--- src/rtl/btn_debounce_pkg.sv ---
// Shared types and default parameters for the multi-channel button debouncer.
// Optional long-press detection is enabled by defining LONG_PRESS_EN.
package btn_debounce_pkg;

  typedef enum logic [1:0] {
    IDLE_LO = 2'd0,
    PEND_HI = 2'd1,
    IDLE_HI = 2'd2,
    PEND_LO = 2'd3
  } btn_state_e;

  localparam int DEF_CH         = 4;
  localparam int DEF_TICK_DIV   = 65536;
  localparam int DEF_STABLE_CNT = 3;
  localparam int DEF_ACTIVE_LOW = 0;
  localparam int DEF_LONG_TICKS = 500;

  // The accepted level stays high while a release is still being qualified.
  function automatic logic state_is_high(input btn_state_e st);
    return (st == IDLE_HI) || (st == PEND_LO);
  endfunction

endpackage

--- src/rtl/btn_debounce_ch.sv ---
// One debounce channel: 2-flop synchroniser, tick-driven qualify FSM, strobes.
// Long-press counter is present only when LONG_PRESS_EN is defined.
module btn_debounce_ch
  import btn_debounce_pkg::*;
#(
  parameter int STABLE_CNT = DEF_STABLE_CNT,
  parameter int ACTIVE_LOW = DEF_ACTIVE_LOW,
  parameter int LONG_TICKS = DEF_LONG_TICKS
) (
  input  logic       clk,
  input  logic       rst_n,
  input  logic       tick,
  input  logic       btn_raw,
  output logic       press_o,
  output logic       release_o,
  output logic       long_o,
  output btn_state_e state_o
);

  localparam int              SW       = $clog2(STABLE_CNT + 1);
  localparam logic            IDLE_RAW = (ACTIVE_LOW != 0);
  localparam logic [SW-1:0]   CNT_LAST = SW'(STABLE_CNT - 1);

  if (STABLE_CNT < 1) begin : g_bad_stable
    $error("STABLE_CNT must be at least 1");
  end
  if (LONG_TICKS < 1) begin : g_bad_long
    $error("LONG_TICKS must be at least 1");
  end

  logic [1:0]    sync_q, sync_d;
  btn_state_e    state_q, state_d;
  logic [SW-1:0] cnt_q, cnt_d;
  logic          press_q, press_d;
  logic          release_q, release_d;
  logic          s;

  assign sync_d = {sync_q[0], btn_raw};
  assign s      = sync_q[1] ^ IDLE_RAW;

  // cnt holds the number of matching samples already seen in a PEND state.
  always_comb begin
    state_d   = state_q;
    cnt_d     = cnt_q;
    press_d   = 1'b0;
    release_d = 1'b0;
    if (tick) begin
      case (state_q)
        IDLE_LO: begin
          if (s) begin
            if (CNT_LAST == '0) begin
              state_d = IDLE_HI;
              press_d = 1'b1;
            end else begin
              state_d = PEND_HI;
              cnt_d   = SW'(1);
            end
          end
        end
        PEND_HI: begin
          if (!s) begin
            state_d = IDLE_LO;
            cnt_d   = '0;
          end else if (cnt_q == CNT_LAST) begin
            state_d = IDLE_HI;
            cnt_d   = '0;
            press_d = 1'b1;
          end else begin
            cnt_d = cnt_q + SW'(1);
          end
        end
        IDLE_HI: begin
          if (!s) begin
            if (CNT_LAST == '0) begin
              state_d   = IDLE_LO;
              release_d = 1'b1;
            end else begin
              state_d = PEND_LO;
              cnt_d   = SW'(1);
            end
          end
        end
        PEND_LO: begin
          if (s) begin
            state_d = IDLE_HI;
            cnt_d   = '0;
          end else if (cnt_q == CNT_LAST) begin
            state_d   = IDLE_LO;
            cnt_d     = '0;
            release_d = 1'b1;
          end else begin
            cnt_d = cnt_q + SW'(1);
          end
        end
        default: begin
          state_d = IDLE_LO;
          cnt_d   = '0;
        end
      endcase
    end
  end

  always_ff @(posedge clk or negedge rst_n) begin
    if (!rst_n) begin
      sync_q    <= {2{IDLE_RAW}};
      state_q   <= IDLE_LO;
      cnt_q     <= '0;
      press_q   <= 1'b0;
      release_q <= 1'b0;
    end else begin
      sync_q    <= sync_d;
      state_q   <= state_d;
      cnt_q     <= cnt_d;
      press_q   <= press_d;
      release_q <= release_d;
    end
  end

  assign state_o   = state_q;
  assign press_o   = press_q;
  assign release_o = release_q;

`ifdef LONG_PRESS_EN
  localparam int            LW       = $clog2(LONG_TICKS + 1);
  localparam logic [LW-1:0] LONG_MAX = LW'(LONG_TICKS);

  logic [LW-1:0] long_cnt_q, long_cnt_d;
  logic          long_q, long_d;
  logic          btn_level;

  assign btn_level = state_is_high(state_q);

  // Saturating at LONG_MAX keeps the strobe to one per press.
  always_comb begin
    long_cnt_d = long_cnt_q;
    long_d     = 1'b0;
    if (!btn_level) begin
      long_cnt_d = '0;
    end else if (tick && (long_cnt_q != LONG_MAX)) begin
      long_cnt_d = long_cnt_q + LW'(1);
      long_d     = (long_cnt_q == (LONG_MAX - LW'(1)));
    end
  end

  always_ff @(posedge clk or negedge rst_n) begin
    if (!rst_n) begin
      long_cnt_q <= '0;
      long_q     <= 1'b0;
    end else begin
      long_cnt_q <= long_cnt_d;
      long_q     <= long_d;
    end
  end

  assign long_o = long_q;
`else
  assign long_o = 1'b0;
`endif

endmodule

--- src/rtl/btn_debounce_multi.sv ---
// Multi-channel push-button debouncer: one shared sample prescaler feeding CH
// independent channels. Define LONG_PRESS_EN to enable the LONG strobes.
module btn_debounce_multi
  import btn_debounce_pkg::*;
#(
  parameter int CH         = DEF_CH,
  parameter int TICK_DIV   = DEF_TICK_DIV,
  parameter int STABLE_CNT = DEF_STABLE_CNT,
  parameter int ACTIVE_LOW = DEF_ACTIVE_LOW,
  parameter int LONG_TICKS = DEF_LONG_TICKS
) (
  input  logic          CLK,
  input  logic          RST,
  input  logic [CH-1:0] IN_BTN,
  output logic [CH-1:0] OUT_BTN,
  output logic [CH-1:0] PRESS,
  output logic [CH-1:0] RELEASE,
  output logic [CH-1:0] LONG,
  output logic          TICK
);

  localparam int            PW       = $clog2(TICK_DIV);
  localparam logic [PW-1:0] PRE_LAST = PW'(TICK_DIV - 1);

  if (CH < 1) begin : g_bad_ch
    $error("CH must be at least 1");
  end
  if (TICK_DIV < 2) begin : g_bad_div
    $error("TICK_DIV must be at least 2");
  end

  logic [PW-1:0] pre_q, pre_d;

  assign pre_d = (pre_q == PRE_LAST) ? '0 : pre_q + PW'(1);

  always_ff @(posedge CLK or negedge RST) begin
    if (!RST) begin
      pre_q <= '0;
    end else begin
      pre_q <= pre_d;
    end
  end

  assign TICK = (pre_q == PRE_LAST);

  btn_state_e ch_state [CH];

  for (genvar i = 0; i < CH; i++) begin : g_ch
    btn_debounce_ch #(
      .STABLE_CNT (STABLE_CNT),
      .ACTIVE_LOW (ACTIVE_LOW),
      .LONG_TICKS (LONG_TICKS)
    ) u_ch (
      .clk       (CLK),
      .rst_n     (RST),
      .tick      (TICK),
      .btn_raw   (IN_BTN[i]),
      .press_o   (PRESS[i]),
      .release_o (RELEASE[i]),
      .long_o    (LONG[i]),
      .state_o   (ch_state[i])
    );

    assign OUT_BTN[i] = state_is_high(ch_state[i]);
  end

endmodule
--- config.mk ---
export PLATFORM = sky130hd
export DESIGN_NAME = btn_debounce_multi
export DESIGN_NICKNAME = d
export VERILOG_FILES = /design/src/rtl/btn_debounce_pkg.sv /design/src/rtl/btn_debounce_ch.sv /design/src/rtl/btn_debounce_multi.sv
export SDC_FILE = /design/constraint.sdc
export NUM_CORES = 1
export LEC_CHECK = 0
export CAP_MARGIN = 20
export CORE_ASPECT_RATIO = 0.75
export CORE_MARGIN = 5
export CORE_UTILIZATION = 50
export CTS_CLUSTER_SIZE = 40
export DETAILED_ROUTE_END_ITERATION = 8
export PLACE_DENSITY = 0.84
export SLEW_MARGIN = 40
export SYNTH_ARGS = -nofsm -noshare
export SYNTH_HDL_FRONTEND = slang
export SYNTH_SLANG_ARGS = --single-unit
--- constraint.sdc ---
create_clock -name CLK -period 2.9 [get_ports CLK]
set_input_delay 0.58 -clock CLK [delete_from_list [all_inputs] [get_ports CLK]]
set_output_delay 0.58 -clock CLK [all_outputs]
set_load 0.005 [all_outputs]
# Yosys cells after proc, flatten, opt, wreduce, memory -nomap -nowiden
# Index checks and enable logic that the tools add are counted.
dict set report totals {
  in_bits 6
  elab_cells 152
  output_inout_bits 17
  regBits 48
}
dict set report op_classes {
  n_addsub 5
  eq_ne 33
  reduce_logical 16
  n_mux 77
}
# cell n
set op_table {}
lappend op_table {{2-bit 2-to-1 mux} 40}
lappend op_table {{2-bit case mux with 4 select lines} 8}
lappend op_table {{1-bit 2-to-1 mux} 28}
lappend op_table {{2-bit equality test (second input constant)} 12}
lappend op_table {{5-bit AND reduction} 4}
lappend op_table {{16-bit by 1-bit adder with 16-bit output (second input constant)} 1}
lappend op_table {{16-bit equality test (second input constant)} 1}
lappend op_table {{16-bit 2-to-1 mux} 1}
lappend op_table {{3-bit by 1-bit inequality test with 1-bit output (second input constant)} 4}
lappend op_table {{3-bit inequality test (second input constant)} 4}
lappend op_table {{3-bit AND reduction} 4}
lappend op_table {{2-bit by 1-bit adder with 2-bit output (second input constant)} 4}
lappend op_table {{2-bit by 1-bit equality test with 1-bit output (second input constant)} 4}
lappend op_table {{2-bit logical NOT} 4}
lappend op_table {{2-bit by 1-bit inequality test with 1-bit output (second input constant)} 4}
lappend op_table {{2-bit inequality test (second input constant)} 4}
lappend op_table {{1-bit logical OR} 4}

# Depth between registers and ports, before layout
dict set report depth {
  depth_word 5
  mapped_depth 9
  depth_no_buf 6
}

# By module
# A second synthesis with hierarchy kept.
dict set report unflattened {
  cells_unflattened 168
  area_unflattened_um2 2075.7
}
# module area_each_um2 cells_per_inst n_inst
set modules_own_cells {}
lappend modules_own_cells {btn_debounce_ch 326.6 24 4}
lappend modules_own_cells {btn_debounce_multi 769.5 72 1}

# Least setup slack after synthesis
# No wires, ideal clock.
dict set report synth_timing {
  path_kind {reg2out}
  startpoint {reg pre_q[0]}
  endpoint {out TICK}
  stages_incl_launch_ff 8
  n_path_buf 3
  t_arrival_ps 1660
  path_slack_ps 660
  cell_sequence {dfrtp_1 > ha_1 > nand3_1 > or4_4 > buf_6 > inv_2 > buf_2 > buf_2}
}
dict set report synth_between {
  elab_chain_len 1
}
# element line
set synth_rtl {}
lappend synth_rtl {{start: declaration} btn_debounce_multi.sv:32} ;# logic [PW-1:0] pre_q, pre_d;
lappend synth_rtl {{start signal: assignment} btn_debounce_multi.sv:40} ;# pre_q <= pre_d;
lappend synth_rtl {{16-bit equality test} btn_debounce_multi.sv:44} ;# assign TICK = (pre_q == PRE_LAST);
lappend synth_rtl {{end: declaration} btn_debounce_multi.sv:19} ;# output logic TICK
# Every way passes these cells.

# Worst setup path after layout
# Ends and elaborated chain as after synthesis.

==> impl_metrics.sql <==
INSERT INTO impl_metrics (metric_group, metric, value, unit) VALUES
('sta', 'final.period_utilization', '95.2', '%'),
('job', 'maxCapViolations', '0', ''),
('cts', 'postCtsResizedCells', '0', ''),
('global_routing', 'grt_max_degree', '26', ''),
('status', 'outcome', 'completed', ''),
('pwr', 'totalPowerFinal', '1.12', 'mW'),
('sta', 'final.setup.worst_slack', '0.140', 'ns'),
('routing', 'route.detailed.wl_per_inst', '12.8', 'um'),
('routing', 'initialDrtViolationCount', '62', ''),
('cts', 'numCtsBuffers', '5', ''),
('routing', 'finalWirelength', '3.19', 'mm'),
('global_routing', 'grtUsageTotal', '13.7', '%'),
('cts', 'cts.path.max_buffers', '2', ''),
('worst_setup_path', 'timing_worst_setup_path_type', 'reg -> out', ''),
('cts', 'htreeDepth', '2', ''),
('die', 'floorplan.io_pins', '23', ''),
('synthesis', 'synth_commonest_cells', '48 x sky130_fd_sc_hd__dfrtp_1, 16 x sky130_fd_sc_hd__nand2_1, 13 x sky130_fd_sc_hd__nor2_1', ''),
('cts', 'numClockSinks', '48', ''),
('min_path', 'holdCritPathClass', 'in -> async', ''),
('sta', 'count_of_final_max_slew_check_failures', '0', ''),
('placement', 'dpl_worst_slack', '0.430', 'ns'),
('pwr', 'peak_ir_drop_on_the_vdd_network', '0.242', 'mV'),
('die', 'floorplan.die_area', '5540', 'um2'),
('synthesis', 'ys_ff_latch', '48', ''),
('synthesis', 'dominant_combinational_cell_family_by_area_after_synthesis', 'simple AND/OR/NAND/NOR gates', ''),
('finish', 'syn_to_final_growth', '11.5', '%'),
('synthesis', 'postSynth.asyncResetShare', '100', '%'),
('placement', 'io_buffers', '18', ''),
('worst_setup_path', 'cp_data_arrival_time', '2.18', 'ns'),
('sta', 'finalSetupTns', '0', 'ns'),
('finish', 'nNetsFinal', '201', ''),
('global_routing', 'grt_remaining_overflow', '0', ''),
('sta', 'worst-slew-pin-transition', '0.531', 'ns'),
('worst_setup_path', 'slowest_delay', '0.55', 'ns'),
('finish', 'layout.cell_area.non_filler', '2310', 'um2'),
('pwr', 'power.density_cell_area', '484', 'nW/um2'),
('cts', 'cts.root.buffer_cell', 'sky130_fd_sc_hd__clkbuf_8', ''),
('placement', 'gp_congestion', '0.804', ''),
('synthesis', 'top_count_cell_post_synth', 'sky130_fd_sc_hd__dfrtp_1', ''),
('cts', 'post-cts-setup-buffer-count', '0', ''),
('sta', 'finalCriticalPeriod', '2.76', 'ns'),
('synthesis', 'syn-instance-count', '184', ''),
('synthesis', 'synth_enable_flop_cells', '0', ''),
('synthesis', 'post_synth_mux_area_share', '2.36', '%'),
('worst_setup_path', 'worst_ep_required_time', '2.32', 'ns'),
('worst_setup_path', 'critical_path.reg2reg.startpoint', 'pre_q[0]', ''),
('finish', 'post_route_cells_drive_above_1_share', '10.3', '%'),
('cts', 'postCtsHoldBufs', '0', ''),
('worst_setup_path', 'reg2reg_setup_slack', '0.73', 'ns'),
('sta', 'timing.max_slew.rel_slack', '64.6', '%'),
('pwr', 'leakagePower', '1.03', 'nW'),
('synthesis', 'post_synth_and_or_nand_nor_area_fraction', '19.0', '%'),
('routing', 'dr_total_vias', '1269', ''),
('routing', 'dr.pass1.iters', '4', ''),
('worst_setup_path', 'critical_path.startpoint', 'pre_q[0]', ''),
('cts', 'cts_tree', 'done', ''),
('sta', 'final-hold-violation-count', '0', ''),
('routing', 'detail-route-antenna-nets', '0', ''),
('synthesis', 'complex_gate_fraction_of_the_synthesized_area', '6.40', '%'),
('synthesis', 'synth-main-ff-cell', 'sky130_fd_sc_hd__dfrtp_1', ''),
('worst_setup_path', 'cell_breakdown_of_the_critical_path', 'ha_2 > nand3_1 > or4_4 > inv_2 > clkdlybuf4s50_1', ''),
('cts', 'worst_skew_pair.late_latency', '0.30', 'ns'),
('worst_setup_path', 'cp-end-kind', 'output port', ''),
('synthesis', 'synthXorXnorAreaFrac', '6.77', '%'),
('sta', 'rsz0062_at_grt', 'false', ''),
('synthesis', 'synth_cell_types', '37', ''),
('placement', 'dp.final_hpwl', '2.23', 'mm'),
('synthesis', 'synthDominantAreaCellType', 'sky130_fd_sc_hd__dfrtp_1', ''),
('sta', 'fin_worst_skew', '0.00513', 'ns'),
('global_routing', 'antenna_found_initial', '0', ''),
('finish', 'finalCoreUtilization', '57.3', '%');
==> kinds of logic after synthesis <==
logic type      after synthesis
simple gates                 69
xor+xnor                     16
fa+ha+maj                     1
other cells                   1
mux                           4
buf+inv                      22
compound gates               23
flops                        48
==> worst max-delay path, delay by kind of cell, from the launching register on <==
family / cells / cell delay, ns
fa+ha+maj: 1 / 0.25
buf+inv: 2 / 0.59
simple gates: 2 / 0.64
flops: 1 / 0.42
==> layout make-up <==
cell class,instances,area [um2]
Fill cell,329,1720
Sequential cell,48,1200
Multi-Input combinational cell,117,746
Timing Repair Buffer,20,190
Clock buffer,7,96.3
Tap cell,55,68.8
Inverter,2,7.51
==> per-layer routing <==
metal	global-route usage, %	up-vias	routed length, um
li1	-	636	-
met1	17.9	597	1590
met2	21.2	29	1380
met3	3.88	7	163
met4	6.83	0	65
met5	0	-	0
==> registers in the layout, indices dropped and copies added (netlist names), named ones only <==
register,flops
g_ch.u_ch.sync_q,8
g_ch.u_ch.press_o,4
g_ch.u_ch.state_o,4
pre_q,16
g_ch.u_ch.release_o,4
g_ch.u_ch.cnt_q,8
==> worst min-delay path by stage <==
stage                            from                      to  cells past startpoint
2_1_floorplan                     RST               async pin                      0
3_3_place_gp   g_ch[0].u_ch.sync_q[0]  g_ch[0].u_ch.sync_q[1]                      0
3_5_place_dp   g_ch[3].u_ch.sync_q[0]  g_ch[3].u_ch.sync_q[1]                      0
4_1_cts                           RST   g_ch[2].u_ch.cnt_q[1]                      1
5_1_grt                           RST  g_ch[2].u_ch.sync_q[1]                      1
6_report                          RST               pre_q[15]                      1
==> cells in the final DEF (no fill, tap or decap), drive strengths merged <==
master,instances
and3b,2
o31ai,2
a21oi,5
or4,2
dfrtp,48
a311oi,3
clkdlybuf4s50,17
xnor2,7
buf,3
nand3,10
inv,2
a31oi,1
nor2,13
and4,1
and3,2
clkbuf,7
nor3b,8
nor4,1
nand4b,1
nand2,16
ha,1
mux2,4
and2,1
conb,4
xor2,9
o21ai,12
or3,2
nand4,4
nand3b,3
nor3,2
or2,1
==> report_power, final <==
part           switching, mW  internal, mW  leakage [nW]
registers            0.00362         0.674         0.638
logic                 0.0183       0.00862         0.343
clock network          0.200         0.212        0.0503
total                  0.222         0.895          1.03
==> through the flow <==
step | hold WS [ns] | std cells
floorplan | 0.284 | 187
global placement | 0.334 | 242
detailed placement | 0.336 | 242
CTS | 0.267 | 249
global route | 0.297 | 249
finish | 0.259 | 249
(Power assumes the default switching activity.)
